$ cat src/rtl/decode_pkg.sv
// Shared decode-stage constants: default widths and result-source indices.
package decode_pkg;
    localparam int NUM_SRC = 3;
    localparam int REG_AW  = 5;
    localparam int DATA_W  = 32;

    localparam int SRC_ALU = 0;
    localparam int SRC_MUL = 1;
    localparam int SRC_FPU = 2;
endpackage

$ cat src/rtl/rr_arbiter.sv
// Round-robin arbiter: search starts at the pointer, pointer moves past the winner on advance.
module rr_arbiter import decode_pkg::*; #(
    parameter int NUM_SRC = decode_pkg::NUM_SRC
) (
    input  logic               clk,
    input  logic               rst,
    input  logic [NUM_SRC-1:0] req,
    input  logic               advance,
    output logic [NUM_SRC-1:0] gnt
);
    localparam int PW = (NUM_SRC > 1) ? $clog2(NUM_SRC) : 1;

    logic [PW-1:0] ptr;
    logic [PW-1:0] ptr_nxt;

    always_comb begin : sel
        int  idx;
        logic found;
        gnt     = '0;
        ptr_nxt = ptr;
        found   = 1'b0;
        idx     = 0;
        for (int k = 0; k < NUM_SRC; k++) begin
            idx = (int'(ptr) + k) % NUM_SRC;
            // Grant is masked while in reset so nothing is accepted during it.
            if (rst && !found && req[idx]) begin
                gnt[idx] = 1'b1;
                found    = 1'b1;
                ptr_nxt  = PW'((idx + 1) % NUM_SRC);
            end
        end
    end

    always_ff @(posedge clk or negedge rst) begin
        if (!rst)
            ptr <= '0;
        else if (advance)
            ptr <= ptr_nxt;
    end
endmodule

$ cat src/rtl/wb_arbiter.sv
// Write-back arbiter: round-robin grant of one result per cycle onto the registered
// register-file write port, plus per-bank pending scoreboard driving the decode stall.
module wb_arbiter import decode_pkg::*; #(
    parameter int DATA_W  = decode_pkg::DATA_W,
    parameter int REG_AW  = decode_pkg::REG_AW,
    parameter int NUM_SRC = decode_pkg::NUM_SRC
) (
    input  logic                      clk,
    input  logic                      rst,
    input  logic [NUM_SRC-1:0]        src_valid,
    output logic [NUM_SRC-1:0]        src_ready,
    input  logic [NUM_SRC*REG_AW-1:0] src_rd,
    input  logic [NUM_SRC-1:0]        src_fp,
    input  logic [NUM_SRC*DATA_W-1:0] src_data,
    output logic [REG_AW-1:0]         write_reg,
    output logic [DATA_W-1:0]         write_data,
    output logic                      reg_write_i,
    output logic                      FPR_GPR_sel,
    input  logic                      issue_valid,
    input  logic [REG_AW-1:0]         issue_rd,
    input  logic                      issue_fp,
    input  logic [REG_AW-1:0]         rs1,
    input  logic [REG_AW-1:0]         rs2,
    input  logic                      rs1_fp,
    input  logic                      rs2_fp,
    input  logic [REG_AW-1:0]         rd_chk,
    input  logic                      rd_chk_fp,
    output logic                      stall
);
    localparam int NREG = 1 << REG_AW;

    logic [NUM_SRC-1:0] gnt;
    logic               accept;
    logic [REG_AW-1:0]  win_rd;
    logic [DATA_W-1:0]  win_data;
    logic               win_fp;
    logic               win_x0;

    rr_arbiter #(.NUM_SRC(NUM_SRC)) u_rr (
        .clk     (clk),
        .rst     (rst),
        .req     (src_valid),
        .advance (accept),
        .gnt     (gnt)
    );

    assign src_ready = gnt;
    assign accept    = |gnt;

    always_comb begin
        win_rd   = '0;
        win_data = '0;
        win_fp   = 1'b0;
        for (int i = 0; i < NUM_SRC; i++) begin
            if (gnt[i]) begin
                win_rd   = src_rd[i*REG_AW +: REG_AW];
                win_data = src_data[i*DATA_W +: DATA_W];
                win_fp   = src_fp[i];
            end
        end
    end

    // GPR x0 results are consumed but never reach the register file.
    assign win_x0 = !win_fp && (win_rd == '0);

    always_ff @(posedge clk or negedge rst) begin
        if (!rst) begin
            reg_write_i <= 1'b0;
            write_reg   <= '0;
            write_data  <= '0;
            FPR_GPR_sel <= 1'b0;
        end else begin
            reg_write_i <= accept && !win_x0;
            if (accept && !win_x0) begin
                write_reg   <= win_rd;
                write_data  <= win_data;
                FPR_GPR_sel <= win_fp;
            end
        end
    end

    logic [NREG-1:0] gpr_pend, fpr_pend;
    logic [NREG-1:0] gpr_set, fpr_set, gpr_clr, fpr_clr;

    always_comb begin
        gpr_set = '0;
        fpr_set = '0;
        gpr_clr = '0;
        fpr_clr = '0;
        if (issue_valid) begin
            if (issue_fp)
                fpr_set[issue_rd] = 1'b1;
            else if (issue_rd != '0)
                gpr_set[issue_rd] = 1'b1;
        end
        if (reg_write_i) begin
            if (FPR_GPR_sel)
                fpr_clr[write_reg] = 1'b1;
            else
                gpr_clr[write_reg] = 1'b1;
        end
    end

    // Set is applied after clear: a same-cycle re-issue belongs to a younger producer.
    always_ff @(posedge clk or negedge rst) begin
        if (!rst) begin
            gpr_pend <= '0;
            fpr_pend <= '0;
        end else begin
            gpr_pend <= (gpr_pend & ~gpr_clr) | gpr_set;
            fpr_pend <= (fpr_pend & ~fpr_clr) | fpr_set;
        end
    end

    assign stall = (rs1_fp    ? fpr_pend[rs1]    : gpr_pend[rs1])
                 | (rs2_fp    ? fpr_pend[rs2]    : gpr_pend[rs2])
                 | (rd_chk_fp ? fpr_pend[rd_chk] : gpr_pend[rd_chk]);
endmodule
$ cat config.mk
export PLATFORM = sky130hd
export DESIGN_NAME = wb_arbiter
export DESIGN_NICKNAME = d
export VERILOG_FILES = /design/src/rtl/decode_pkg.sv /design/src/rtl/rr_arbiter.sv /design/src/rtl/wb_arbiter.sv
export SDC_FILE = /design/constraint.sdc
export NUM_CORES = 1
export LEC_CHECK = 0
export CORE_UTILIZATION = 45
export DETAILED_ROUTE_END_ITERATION = 12
export HOLD_SLACK_MARGIN = 0.15
export PLACE_DENSITY = 0.77
export SLEW_MARGIN = 15
export SYNTH_ARGS = -nofsm -noshare
export SYNTH_HDL_FRONTEND = slang
export SYNTH_SLANG_ARGS = --single-unit
$ cat constraint.sdc
create_clock -name clk -period 5.6 [get_ports clk]
set_clock_uncertainty 0.05 [all_clocks]
set_input_delay 1.12 -clock clk [delete_from_list [all_inputs] [get_ports clk]]
set_output_delay 1.12 -clock clk [all_outputs]
set_load 0.02 [all_outputs]
==> flow_summary.ini <==
[worst_hold_path]
hold_class = flop to flop
min-delay-start = write_data[4]

[die]
die_h_um = 130.0
die_w_um = 130.0
rows = 46
io_pins = 187
initial_core_util_pct = 46.28
core_area_um2 = 15940
dieArea_um2 = 16910

[sta]
worst_slack_ns = 0.04465
hold_viol = 0
setup_viol = 0
slew_violations = 0
slew_headroom_pct = 50.18
fin_crit_sh_pct = 99.20
setup_tns_ns = 0
finalCriticalPeriod_ns = 5.555
rsz0062_at_grt = true
tightest_slew_ns = 0.7444
max_freq_mhz = 180.0

[logic_synthesis]
synth-main-ff-cell = dfrtp_1
syn_area_per_cell_um2 = 9.747
yosysUniqueCellTypes = 63
syn_nets = 917
async_flop_share_pct = 100.0
synth-edff-count = 0
synthCells = 757
syn_area_um2 = 7378
ys_ff_latch = 105
ys_seq_area_share_pct = 35.61
yosys_warnings = 0

[finish]
final_cell_mix = clkdlybuf4s50_1 (182), o21ai_0 (168), dfrtp_1 (105), buf_4 (94)
final_common_cell = clkdlybuf4s50_1
num_antenna_cells = 0
drive_gt1_share_pct = 22.75
syn_to_final_growth_pct = 43.80
fin_nets = 1166
fill_cells = 1278
reg_top3 = fpr_pend (32), gpr_pend (32), write_data (32)

[setup_path]
cp-end-kind = flop
crit_type = primary input to flop
start_kind = primary input
worst-r2r-setup-slack_ns = 0.13
crit_required_ns = 5.76
reg2reg_depth = 25
critical_path.startpoint = src_valid[1]
critPathMaxFanout = 4
arrival_ns = 5.72
worstReg2RegStart = u_rr.ptr[1]
r2r-end = u_rr.ptr[1]
crit_end = u_rr.ptr[1]

[clocking]
clock_sinks = 105
path_clk_slew_ns = 0.07
cts_hold_buf = 0
clockRootBuffer = clkbuf_16
clk_path_buf_depth = 2
htreeDepth = 3
numCtsBuffers = 9
tritoncts = built
worstSkewPairLatency_ns = 0.35

[route]
drt-initial-drc-count = 564
dr_total_vias = 7278
avgViaCountPerCell = 5.932
ant_nets = 0
routedWlPerCell_um = 19.15
firstDrtPassIters = 5
drc = 0
totalWireLength_um = 23490

[pwr]
combinationalPowerShare_pct = 66.3
p_per_area_nw_per_um2 = 540.9
seqPwrFrac_pct = 21.7
p_int_uw = 3259
peakVddDrop_mv = 0.3567
p_leak_uw = 0.003939
power_switching_share_pct = 43.21
clockPowerShare_pct = 11.9
totalPowerFinal_uw = 5739
p_sw_uw = 2480

[placement]
dp_hpwl_um = 18020
io_buffer_count = 186
dp_slack_ns = -0.8192
globalplace.congestion = 0.8940

[global_routing]
grt_pass1_vias = 7009
antenna_found_initial = 0
track_usage_pct = 28.76
grt_start_max_net_pins = 57
overflow = 0
grt_pass1_wl_um = 36860

[flow_run]
max_cap_violations = 0

[run_status]
status = completed
timing repair:
| item | in CTS | in global routing |
|---|---|---|
| gates resized for setup | 19 | 13 |
| setup endpoints to repair | 2 | 2 |
| setup buffers | 9 | 2 |
| pin swaps | 16 | 14 |
cell usage after synthesis (all sizes together) (7+ instances only):
cell type,count,share of area [%]
dfrtp,105,36
nor2b,7,0.59
ha,16,2.7
a21oi,46,3.2
a22oi,41,4.2
clkbuf,35,1.8
nand3,20,1.4
nor2,63,3.2
mux4,63,19
inv,17,0.86
nor3,9,0.76
nand2,63,3.2
buf,10,0.81
o21ai,174,12
cell families (layout without fill, tap and decap cells):
kind of cell / Yosys count / in the layout / synth area share [%]
XOR/XNOR: 8 / 8 / 0.9497
AND/OR/NAND/NOR: 194 / 194 / 12.13
AO/OA/AOI/OAI: 297 / 297 / 24.13
multiplexers: 75 / 75 / 21.01
buffers and inverters: 62 / 316 / 3.459
flip-flops: 105 / 105 / 35.61
adder cells (fa/ha/maj): 16 / 16 / 2.713
layer usage:
layer / vias to the layer above / part of all wire [%] / track usage, %
met5: - / 0 / 0
met4: 0 / 2.6 / 10.47
met3: 44 / 8.2 / 5.494
met2: 363 / 50 / 48.81
met1: 3482 / 39 / 36.64
li1: 3389 / - / -
power by group through the flow:
stage	Sequential, uW	Clock (uW)	Combinational (uW)
floorplan	1290	0	2240
global placement	1230	0	3520
detailed placement	1250	0	3590
CTS	1240	689	3740
global route	1280	714	4190
finish	1250	683	3810
final cells by class:
class	count	area, um2	area share, %
Clock buffer	11	232.7	2.193
Clock inverter	5	86.33	0.8137
Inverter	17	63.81	0.6014
Multi-Input combinational cell	590	4697	44.27
Sequential cell	105	2628	24.76
Tap cell	216	270.3	2.547
Timing Repair Buffer	283	2633	24.81
stage by stage:
| stage | cells | utilization [%] | cell area (um2) | hold slack [ns] |
|---|---|---|---|---|
| after floorplan | 757 | - | 7463 | 0.4384 |
| after global placement | 1200 | 63.47 | 10120 | 0.4101 |
| after global routing | 1227 | 66.55 | 10610 | 0.4530 |
| final | 1227 | 66.55 | 10610 | 0.4292 |
| after detailed placement | 1200 | 63.47 | 10120 | 0.4191 |
| after CTS | 1225 | 66.10 | 10540 | 0.4355 |
worst max-delay path, cell delays in order:
cell      delay [ns]
buf_8           0.10
and2b_2         0.23
or3_4           0.40
a21oi_4         0.17
nor2_1          0.06
or2_4           0.24
ha_4            0.18
o221a_4         0.11
o41a_1          0.45
or3_1           0.37
a211oi_2        0.21
a31oi_2         0.07
ha_2            0.22
a311oi_4        0.32
xnor2_2         0.12
ha_2            0.19
a21oi_2         0.10
nand2_1         0.09
xor2_1          0.15
ha_2            0.21
a31oi_4         0.15
o211a_4         0.19
mux2i_1         0.18
o21ai_1         0.07
worst min path at each step:
stage	to	slack, ns	depth (start not counted)
CTS	write_data[4]	0.44	2
floorplan	gpr_pend[0]	0.44	1
finish	write_data[4]	0.43	2
global placement	write_data[13]	0.41	2
detailed placement	write_data[16]	0.42	2
global route	write_data[28]	0.45	2
Note: power is estimated with default switching activity, not from simulation.
